### config.mk
export PLATFORM = sky130hd
export DESIGN_NAME = ram_stream_reader
export DESIGN_NICKNAME = d
export VERILOG_FILES = /design/src/rtl/ram_stream_reader.sv
export SDC_FILE = /design/constraint.sdc
export NUM_CORES = 1
export LEC_CHECK = 0
export ABC_AREA = 1
export BUFFER_PORTS_ARGS = -buffer_cell sky130_fd_sc_hd__buf_4
export CAP_MARGIN = 20
export CORE_MARGIN = 2
export CORE_UTILIZATION = 32
export DETAILED_ROUTE_END_ITERATION = 8
export PLACE_DENSITY = 0.58
export SLEW_MARGIN = 20
export SYNTH_ARGS = -nofsm -noshare
export SYNTH_HDL_FRONTEND = slang
export SYNTH_SLANG_ARGS = --single-unit
### constraint.sdc
create_clock -name aclk -period 2.55 [get_ports aclk]
set_clock_uncertainty 0.1 [all_clocks]
set_input_delay 0.255 -clock aclk [delete_from_list [all_inputs] [get_ports aclk]]
set_output_delay 0.255 -clock aclk [all_outputs]
set_load 0.005 [all_outputs]
### src/rtl/ram_stream_reader.sv
// Block reader for the simple dual-port RAM: walks an address range and
// returns the words as a valid/ready stream with a per-command last flag.
module ram_stream_reader #(
    parameter int DWIDTH = 16,
    parameter int DEPTH  = 256,
    localparam int AW    = $clog2(DEPTH)
) (
    input  logic              aclk,
    input  logic              areset,
    input  logic              start,
    input  logic [AW-1:0]     start_addr,
    input  logic [AW:0]       length,
    output logic              busy,
    output logic              done,
    output logic [AW-1:0]     rd_addr,
    input  logic [DWIDTH-1:0] rd_data,
    output logic [DWIDTH-1:0] m_axis_tdata,
    output logic              m_axis_tvalid,
    input  logic              m_axis_tready,
    output logic              m_axis_tlast
);

    typedef enum logic [1:0] {
        IDLE  = 2'd0,
        READ  = 2'd1,
        DRAIN = 2'd2
    } state_t;

    localparam logic [AW:0]   ONE      = (AW + 1)'(1);
    localparam logic [AW-1:0] LAST_ADR = AW'(DEPTH - 1);

    state_t state;
    state_t state_next;

    logic [AW-1:0] addr;
    logic [AW-1:0] last_addr;
    logic [AW:0]   remaining;
    logic          inflight;
    logic          inflight_last;

    logic [DWIDTH-1:0] buf_data [3];
    logic              buf_last [3];
    logic [1:0]        wr_ptr;
    logic [1:0]        rd_ptr;
    logic [1:0]        occ;
    logic [1:0]        occ_next;
    logic [2:0]        occ_sum;

    logic accept;
    logic issue;
    logic push;
    logic pop;
    logic done_next;

    function automatic logic [AW-1:0] next_addr(input logic [AW-1:0] a);
        return (a == LAST_ADR) ? '0 : a + AW'(1);
    endfunction

    function automatic logic [1:0] next_slot(input logic [1:0] p);
        return (p == 2'd2) ? 2'd0 : p + 2'd1;
    endfunction

    always_ff @(posedge aclk) begin
        if (areset) begin
            state <= IDLE;
        end else begin
            state <= state_next;
        end
    end

    // Issue credit counts only registered occupancy plus the read in flight,
    // so the buffer can never overflow even if the consumer stalls.
    always_comb begin
        state_next = state;
        done_next  = 1'b0;
        accept     = 1'b0;
        issue      = 1'b0;
        occ_sum    = {1'b0, occ} + {2'b00, inflight};
        push       = inflight;
        pop        = m_axis_tvalid && m_axis_tready;
        occ_next   = occ + {1'b0, push} - {1'b0, pop};
        case (state)
            IDLE: begin
                if (start) begin
                    if (length != '0) begin
                        accept     = 1'b1;
                        state_next = READ;
                    end else begin
                        done_next  = 1'b1;
                    end
                end
            end
            READ: begin
                issue = (remaining != '0) && (occ_sum < 3'd3);
                if (issue && remaining == ONE) begin
                    state_next = DRAIN;
                end
            end
            DRAIN: begin
                // Leave as the final beat pops so done lands one cycle after it.
                if (!inflight && occ_next == 2'd0) begin
                    state_next = IDLE;
                    done_next  = 1'b1;
                end
            end
            default: begin
                state_next = IDLE;
            end
        endcase
    end

    always_ff @(posedge aclk) begin
        if (areset) begin
            addr          <= '0;
            last_addr     <= '0;
            remaining     <= '0;
            inflight      <= 1'b0;
            inflight_last <= 1'b0;
            done          <= 1'b0;
        end else begin
            done          <= done_next;
            inflight      <= issue;
            inflight_last <= issue && (remaining == ONE);
            if (accept) begin
                addr      <= start_addr;
                remaining <= length;
            end else if (issue) begin
                addr      <= next_addr(addr);
                remaining <= remaining - ONE;
                last_addr <= addr;
            end
        end
    end

    always_ff @(posedge aclk) begin
        if (areset) begin
            occ    <= 2'd0;
            wr_ptr <= 2'd0;
            rd_ptr <= 2'd0;
            for (int i = 0; i < 3; i++) begin
                buf_data[i] <= '0;
                buf_last[i] <= 1'b0;
            end
        end else begin
            if (push) begin
                buf_data[wr_ptr] <= rd_data;
                buf_last[wr_ptr] <= inflight_last;
                wr_ptr           <= next_slot(wr_ptr);
            end
            if (pop) begin
                rd_ptr <= next_slot(rd_ptr);
            end
            occ <= occ_next;
        end
    end

    assign rd_addr       = issue ? addr : last_addr;
    assign busy          = (state != IDLE);
    assign m_axis_tvalid = (occ != 2'd0);
    assign m_axis_tdata  = buf_data[rd_ptr];
    assign m_axis_tlast  = m_axis_tvalid && buf_last[rd_ptr];

endmodule

==> flow_summary.ini, run 1 <==
[outcome]
outcome = finished, final reports clean

[power_and_ir_drop]
peakVddDrop_v = 0.000346
fin_total_pwr_mw = 4.43
p_leak_nw = 2.67
power.density_mw_per_mm2 = 715

[cells_and_area]
diodes = 0
stdcell_area_mm2 = 0.00620
final_cells = 832
drive_above_1_share = 0.194
area_growth_pct = 25.8
nets = 683

[cts]
clkTransAtPathRegs_ns = 0.07
clkLatencyLatePin_ns = 0.36
cts_made_buffers = 9
cts_tree = done
cts_max_path_buffers = 2
htree_levels = 3
cts.sinks = 106
cts_root_buf = clkbuf_16

[drt]
wire_per_inst_um = 13.8
wl_met3_um = 446
wl_met2_mm = 5.69
antenna_left = 0
drt_iter0_markers = 147
wirelength_met1_mm = 5.20
top_layer = met4
vias = 3949
first_pass_iters = 4
drc = 0
viasPerCell = 4.75
drt_wl_total_mm = 11.5

[floorplan]
rows = 45
dieArea_mm2 = 0.0164
start_util = 0.325
fp.dieW_um = 128
core_area_mm2 = 0.0151
pin_count = 65
fp.dieH_um = 128

[synth]
syn_nets = 591
netlist_instances = 547
ys_types = 40
yosys-top-cells-area = edfxtp_1 (41%), dfxtp_1 (15%), nor2_1 (10%)
synth-edff-count = 68
yosysTopAreaCell = edfxtp_1
ys_warn_count = 0
netlist_area_mm2 = 0.00492
yosys.area.top_type_share = 0.415
ys.flop_type = edfxtp_1
synth-seq-cells = 106
yosysSeqAreaShare = 0.569
synth.avg_cell_area_um2 = 9.00
ys_async_sr_fraction = 0

[critical_path]
worstPathRequired_ns = 2.19
crit_chain = ha_1 > ha_1 > a21oi_2 > nand3_4 > buf_12 > o21ai_1 > inv_1 > buf_4
critPathCaptureType = output pin
critical_path_class = reg -> out
critPathLaunch = occ[0]$_SDFF_PP0_
slowest_stage = dfxtp_1
path_common_cell = ha_1
critPathMaxFanout = 6
timing.rr.start = occ[0]$_SDFF_PP0_
cp-start-kind = flop
worst_path_largest_cell_delay_ns = 0.35
critical_path_arrival_ns = 2.08

[worst_hold_path]
hold_path.class = in -> reg
hp-start = length[2]

[global_route]
grt_antenna_before_repair = 0
grt_usage = 0.148
grt_pass1_vias = 3956
grt_max_degree = 35
grt_pass1_wl_mm = 19.0
grt.overflow.total = 0

[sta]
tightest_slew_ns = 0.412
rsz0062_at_grt = yes
min_period_over_period = 0.954
tns_ns = 0
max_freq_mhz = 411
setup_violations = 0
report.final.slew_viol_count = 0
fin_crit_ns = 2.43
finalHoldViolCount = 0
maxSlewHeadroom = 0.724

[placed_design]
dp_hpwl_mm = 7.73
placed_area_mm2 = 0.00568
portBuffers = 64
place_congestion = 0.842
dp_cells = 797

[flow_run]
drv_cap = 0
==> Yosys cell counts, drive strengths merged, types with 6 or more instances <==
cell	n
nand3	19
a21oi	12
o21ai	56
nor2	138
o22ai	17
clkbuf	13
dfxtp	38
nand2	77
edfxtp	68
inv	59
ha	7
buf	6
xor2	6
or2	8
==> final timing paths <==
check / slack [ns] / cells after the start / end
max: 0.12 / 8 / rd_addr[5]
min: 0.08 / 3 / remaining[2]$_SDFFE_PP0P_
max reg2reg: 0.53 / 9 / addr[1]$_SDFFE_PP0P_
min reg2reg: 0.35 / 0 / buf_last[3]$_DFFE_PP_
==> report_power, final <==
group / switching, mW / leakage, nW / internal [mW] / total (mW)
Combinational: 0.565 / 1.53 / 0.453 / 1.02
Clock: 0.704 / 0.145 / 0.699 / 1.40
Sequential: 0.0737 / 0.993 / 1.94 / 2.01
Total: 1.34 / 2.67 / 3.09 / 4.43
==> metal layers <==
metal | up-vias | global-route usage
li1 | 1994 | -
met2 | 92 | 0.259
met3 | 12 | 0.0334
met1 | 1851 | 0.177
met5 | - | 0
met4 | 0 | 0.0556
==> what timing repair did <==
item,4_1_cts,5_1_grt
setup buffers,3,0
resized for setup,2,6
endpoints found under the hold margin,16,0
hold buffers,16,0
pin swaps,1,2
endpoints found under the setup margin,8,5
==> stage by stage <==
step	hold WS, ns	setup slack (ns)	util
after CTS	0.0711	0.0673	0.408
final	0.0801	0.116	0.409
after floorplan	0.254	0.488	-
after global routing	0.0855	-0.00998	0.409
after detailed placement	0.332	0.280	0.375
after global placement	0.332	0.347	0.375
==> logic make-up after synthesis <==
kind of cell             count (synthesis)  share of synthesized area
AO/OA/AOI/OAI                           96                      0.112
XOR/XNOR                                 8                     0.0142
adder cells (fa/ha/maj)                  7                     0.0178
buffers and inverters                   79                     0.0671
flip-flops                             106                      0.569
AND/OR/NAND/NOR                        251                      0.220
==> registers in the layout, indices dropped and copies added (netlist names), named ones only <==
signal and cells:
buf_data 64, wr_ptr 2, inflight_last 1, buf_last 4, state 2, rd_ptr 2, done 1, last_addr 8
inflight 1, occ 2, remaining 9, addr 8
==> final cells by class <==
class / instances / area (um^2)
well taps: 188 / 235
fillers: 1498 / 8950
multi-input cells: 362 / 1820
clock buffers: 9 / 225
flip-flops and latches: 106 / 2800
inverters: 60 / 230
clock inverters: 7 / 75.1
repair buffers: 100 / 803
==> critical path, delay by kind of cell (launching register included) <==
| family | cells | cell delay [ns] |
|---|---|---|
| AND/OR/NAND/NOR | 1 | 0.17 |
| adder cells (fa/ha/maj) | 2 | 0.48 |
| AO/OA/AOI/OAI | 2 | 0.35 |
| flip-flops | 1 | 0.35 |
| buffers and inverters | 3 | 0.37 |
==> cells in the final DEF, fill, tap and decap left out, types with 5 or more instances in the layout <==
master / count
nor2_1: 134
buf_4: 83
nand2_1: 75
edfxtp_1: 68
inv_1: 54
o21ai_0: 48
dfxtp_1: 38
o22ai_1: 17
dlygate4sd3_1: 16
nand3_1: 14
a21oi_1: 11
clkbuf_16: 9
ha_1: 7
or2_0: 6
xor2_1: 6
o21ai_2: 5
Note: power is estimated with default switching activity, not from simulation.
==> run 2, diff against run 1 <==
==> constraint.sdc (replaced) <==
create_clock -name aclk -period 2.55 [get_ports aclk]
set_clock_uncertainty 0.1 [all_clocks]
set_input_delay 0.3825 -clock aclk [delete_from_list [all_inputs] [get_ports aclk]]
set_output_delay 0.3825 -clock aclk [all_outputs]
set_load 0.005 [all_outputs]
==> run 2 against run 1 <==
  * Critical path depth unchanged
  * Sequential share of layout area is 0.95 points higher
  * First-iteration DRC count increased by 27%
  * Clock power shrank 6%
  * Worst hold slack improved by 0.037 ns
  * Global-route usage is 0.37 points lower
  * Wire length barely moved
  * Highest routed layer unchanged
  * Non-clock buffer count is 13 lower
==> flow_summary.ini, run 2 (synthesized netlist as in run 1, its figures left out) <==
[cts]
clkTransAtPathRegs_ns = 0.07
cts_root_buf = clkbuf_16
cts_tree = done
cts_made_buffers = 9
hold_buffers = 0
cts_max_path_buffers = 2
htree_levels = 3
cts.sinks = 106
clkLatencyLatePin_ns = 0.35

[placed_design]
dp_slack_ns = 0.209
place_congestion = 0.839
dp_hpwl_mm = 7.47
portBuffers = 64

[global_route]
grt_pass1_vias = 3755
grt_antenna_before_repair = 0
grt_usage = 0.144
grt_pass1_wl_mm = 18.4
grt.overflow.total = 0
grt_max_degree = 35

[power_and_ir_drop]
fin_total_pwr_mw = 4.36
p_comb_frac = 0.238
clkPwrFrac = 0.300
p_leak_nw = 2.60
intPower_mw = 3.07
peakVddDrop_v = 0.000360
switching_share = 0.295
p_seq_frac = 0.463
switchingPower_mw = 1.29
power.density_mw_per_mm2 = 716

[critical_path]
rr_endpoint = state[1]$_SDFFE_PP0P_
worstRegToRegCells = 9
critPathCaptureType = output pin
timing.rr.start = occ[0]$_SDFF_PP0_
rrSetupSlack_ns = 0.38
critPathMaxFanout = 5
critical_path_arrival_ns = 1.99
cp-start-kind = flop
critical_path_class = reg -> out
worstPathRequired_ns = 2.07

[worst_hold_path]
hold_path.class = in -> reg
hold_path_depth = 1
hp-start = rd_data[0]
hold_end = buf_data[3][0]$_DFFE_PP_

[outcome]
outcome = finished, final reports clean

[sta]
tightest_slew_ns = 0.519
min_period_over_period = 0.970
max_freq_mhz = 404
finalHoldViolCount = 0
fin_crit_ns = 2.47
setup_violations = 0
report.final.slew_viol_count = 0
maxSlewHeadroom = 0.654
fin_ws_ns = 0.0776

[floorplan]
rows = 45
fp.dieW_um = 128
core_area_mm2 = 0.0151
start_util = 0.325
pin_count = 65
dieArea_mm2 = 0.0164
fp.dieH_um = 128

[drt]
drc = 0
first_pass_iters = 4
antenna_left = 0
wire_per_inst_um = 14.0
drt_wl_total_mm = 11.5
vias = 3875
viasPerCell = 4.73
drt_iter0_markers = 187

[cells_and_area]
largest_reg_flops = 64
nets = 671
final_common_cell = nor2_1
final_cell_mix = nor2_1 (133), buf_4 (86), nand2_1 (75), edfxtp_1 (68), inv_1 (53)
diodes = 0
area_growth_pct = 23.5
drive_above_1_share = 0.212
top_regs = buf_data (64), remaining (9)
top_register = buf_data

[flow_run]
drv_cap = 0
-- run 2: cell types whose count changed in the layout (fill, tap and decap cells not counted), moves of 2 or more --
cell           delta
buf_4             +3
inv_8             -2
dlygate4sd3_1    -16
o21ai_2           -2
ha_1              -2
ha_4              +2
dfxtp_2           +2
dfxtp_1           -3
-- run 2: power groups by stage --
| stage | sequential [mW] | clock, mW | combinational, mW |
|---|---|---|---|
| finish | 2.02 | 1.31 | 1.03 |
| global route | 2.03 | 1.41 | 1.17 |
| CTS | 2.01 | 1.35 | 1.00 |
| detailed placement | 2.05 | 0 | 0.968 |
| global placement | 2.04 | 0 | 0.946 |
| floorplan | 2.03 | 0 | 0.595 |
-- run 2: repair_timing --
action                                 4_1_cts  5_1_grt
pin swaps                                    2        2
resized for setup                            8       11
buffers inserted                             2        8
gates cloned                                 1        0
endpoints found under the hold margin        0        0
setup endpoints to repair                    8        7
-- run 2: how the worst max path moves through the flow --
| stage | from | end | slack [ns] | depth (start not counted) |
|---|---|---|---|---|
| 2_1_floorplan | areset | buf_data[3][0]$_DFFE_PP_ | 0.36 | 2 |
| 3_3_place_gp | occ[0]$_SDFF_PP0_ | rd_addr[2] | 0.28 | 9 |
| 3_5_place_dp | occ[0]$_SDFF_PP0_ | rd_addr[4] | 0.21 | 9 |
| 4_1_cts | remaining[0]$_SDFFE_PP0P_ | rd_addr[4] | 0.04 | 11 |
| 5_1_grt | occ[0]$_SDFF_PP0_ | rd_addr[5] | -0.009 | 8 |
| 6_report | occ[0]$_SDFF_PP0_ | rd_addr[5] | 0.08 | 8 |
-- run 2: per-stage QoR --
stage	std cells	instance area [um^2]	util	hold WS [ns]	TNS, ns
global route	820	6080	0.402	0.0998	-0.00851
detailed placement	794	5650	0.373	0.330	0
global placement	794	5650	0.373	0.318	0
finish	820	6080	0.402	0.117	0
CTS	813	5990	0.396	0.104	0
floorplan	547	4930	-	0.308	0
-- run 2: final cells by class --
class	count	area, um^2
fill	1507	9060
sequential	106	2810
multi-input combinational	363	1870
timing repair buffer	87	657
tap	188	235
inverter	60	230
clock buffer	10	229
clock inverter	6	48.8
-- run 2: per-layer routing --
metal | vias to the layer above | track usage | part of all wire
met2 | 91 | 0.254 | 0.49
met5 | - | 0 | 0
met1 | 1808 | 0.177 | 0.45
li1 | 1965 | - | -
met4 | 0 | 0.0349 | 0.0079
met3 | 11 | 0.0371 | 0.049
-- run 2: critical path: stages (launching register included) --
cell	delay, ns
dfxtp_4	0.36
ha_4	0.17
ha_4	0.21
a21oi_4	0.19
buf_4	0.15
nand3_2	0.14
o21ai_1	0.22
inv_1	0.06
buf_4	0.13
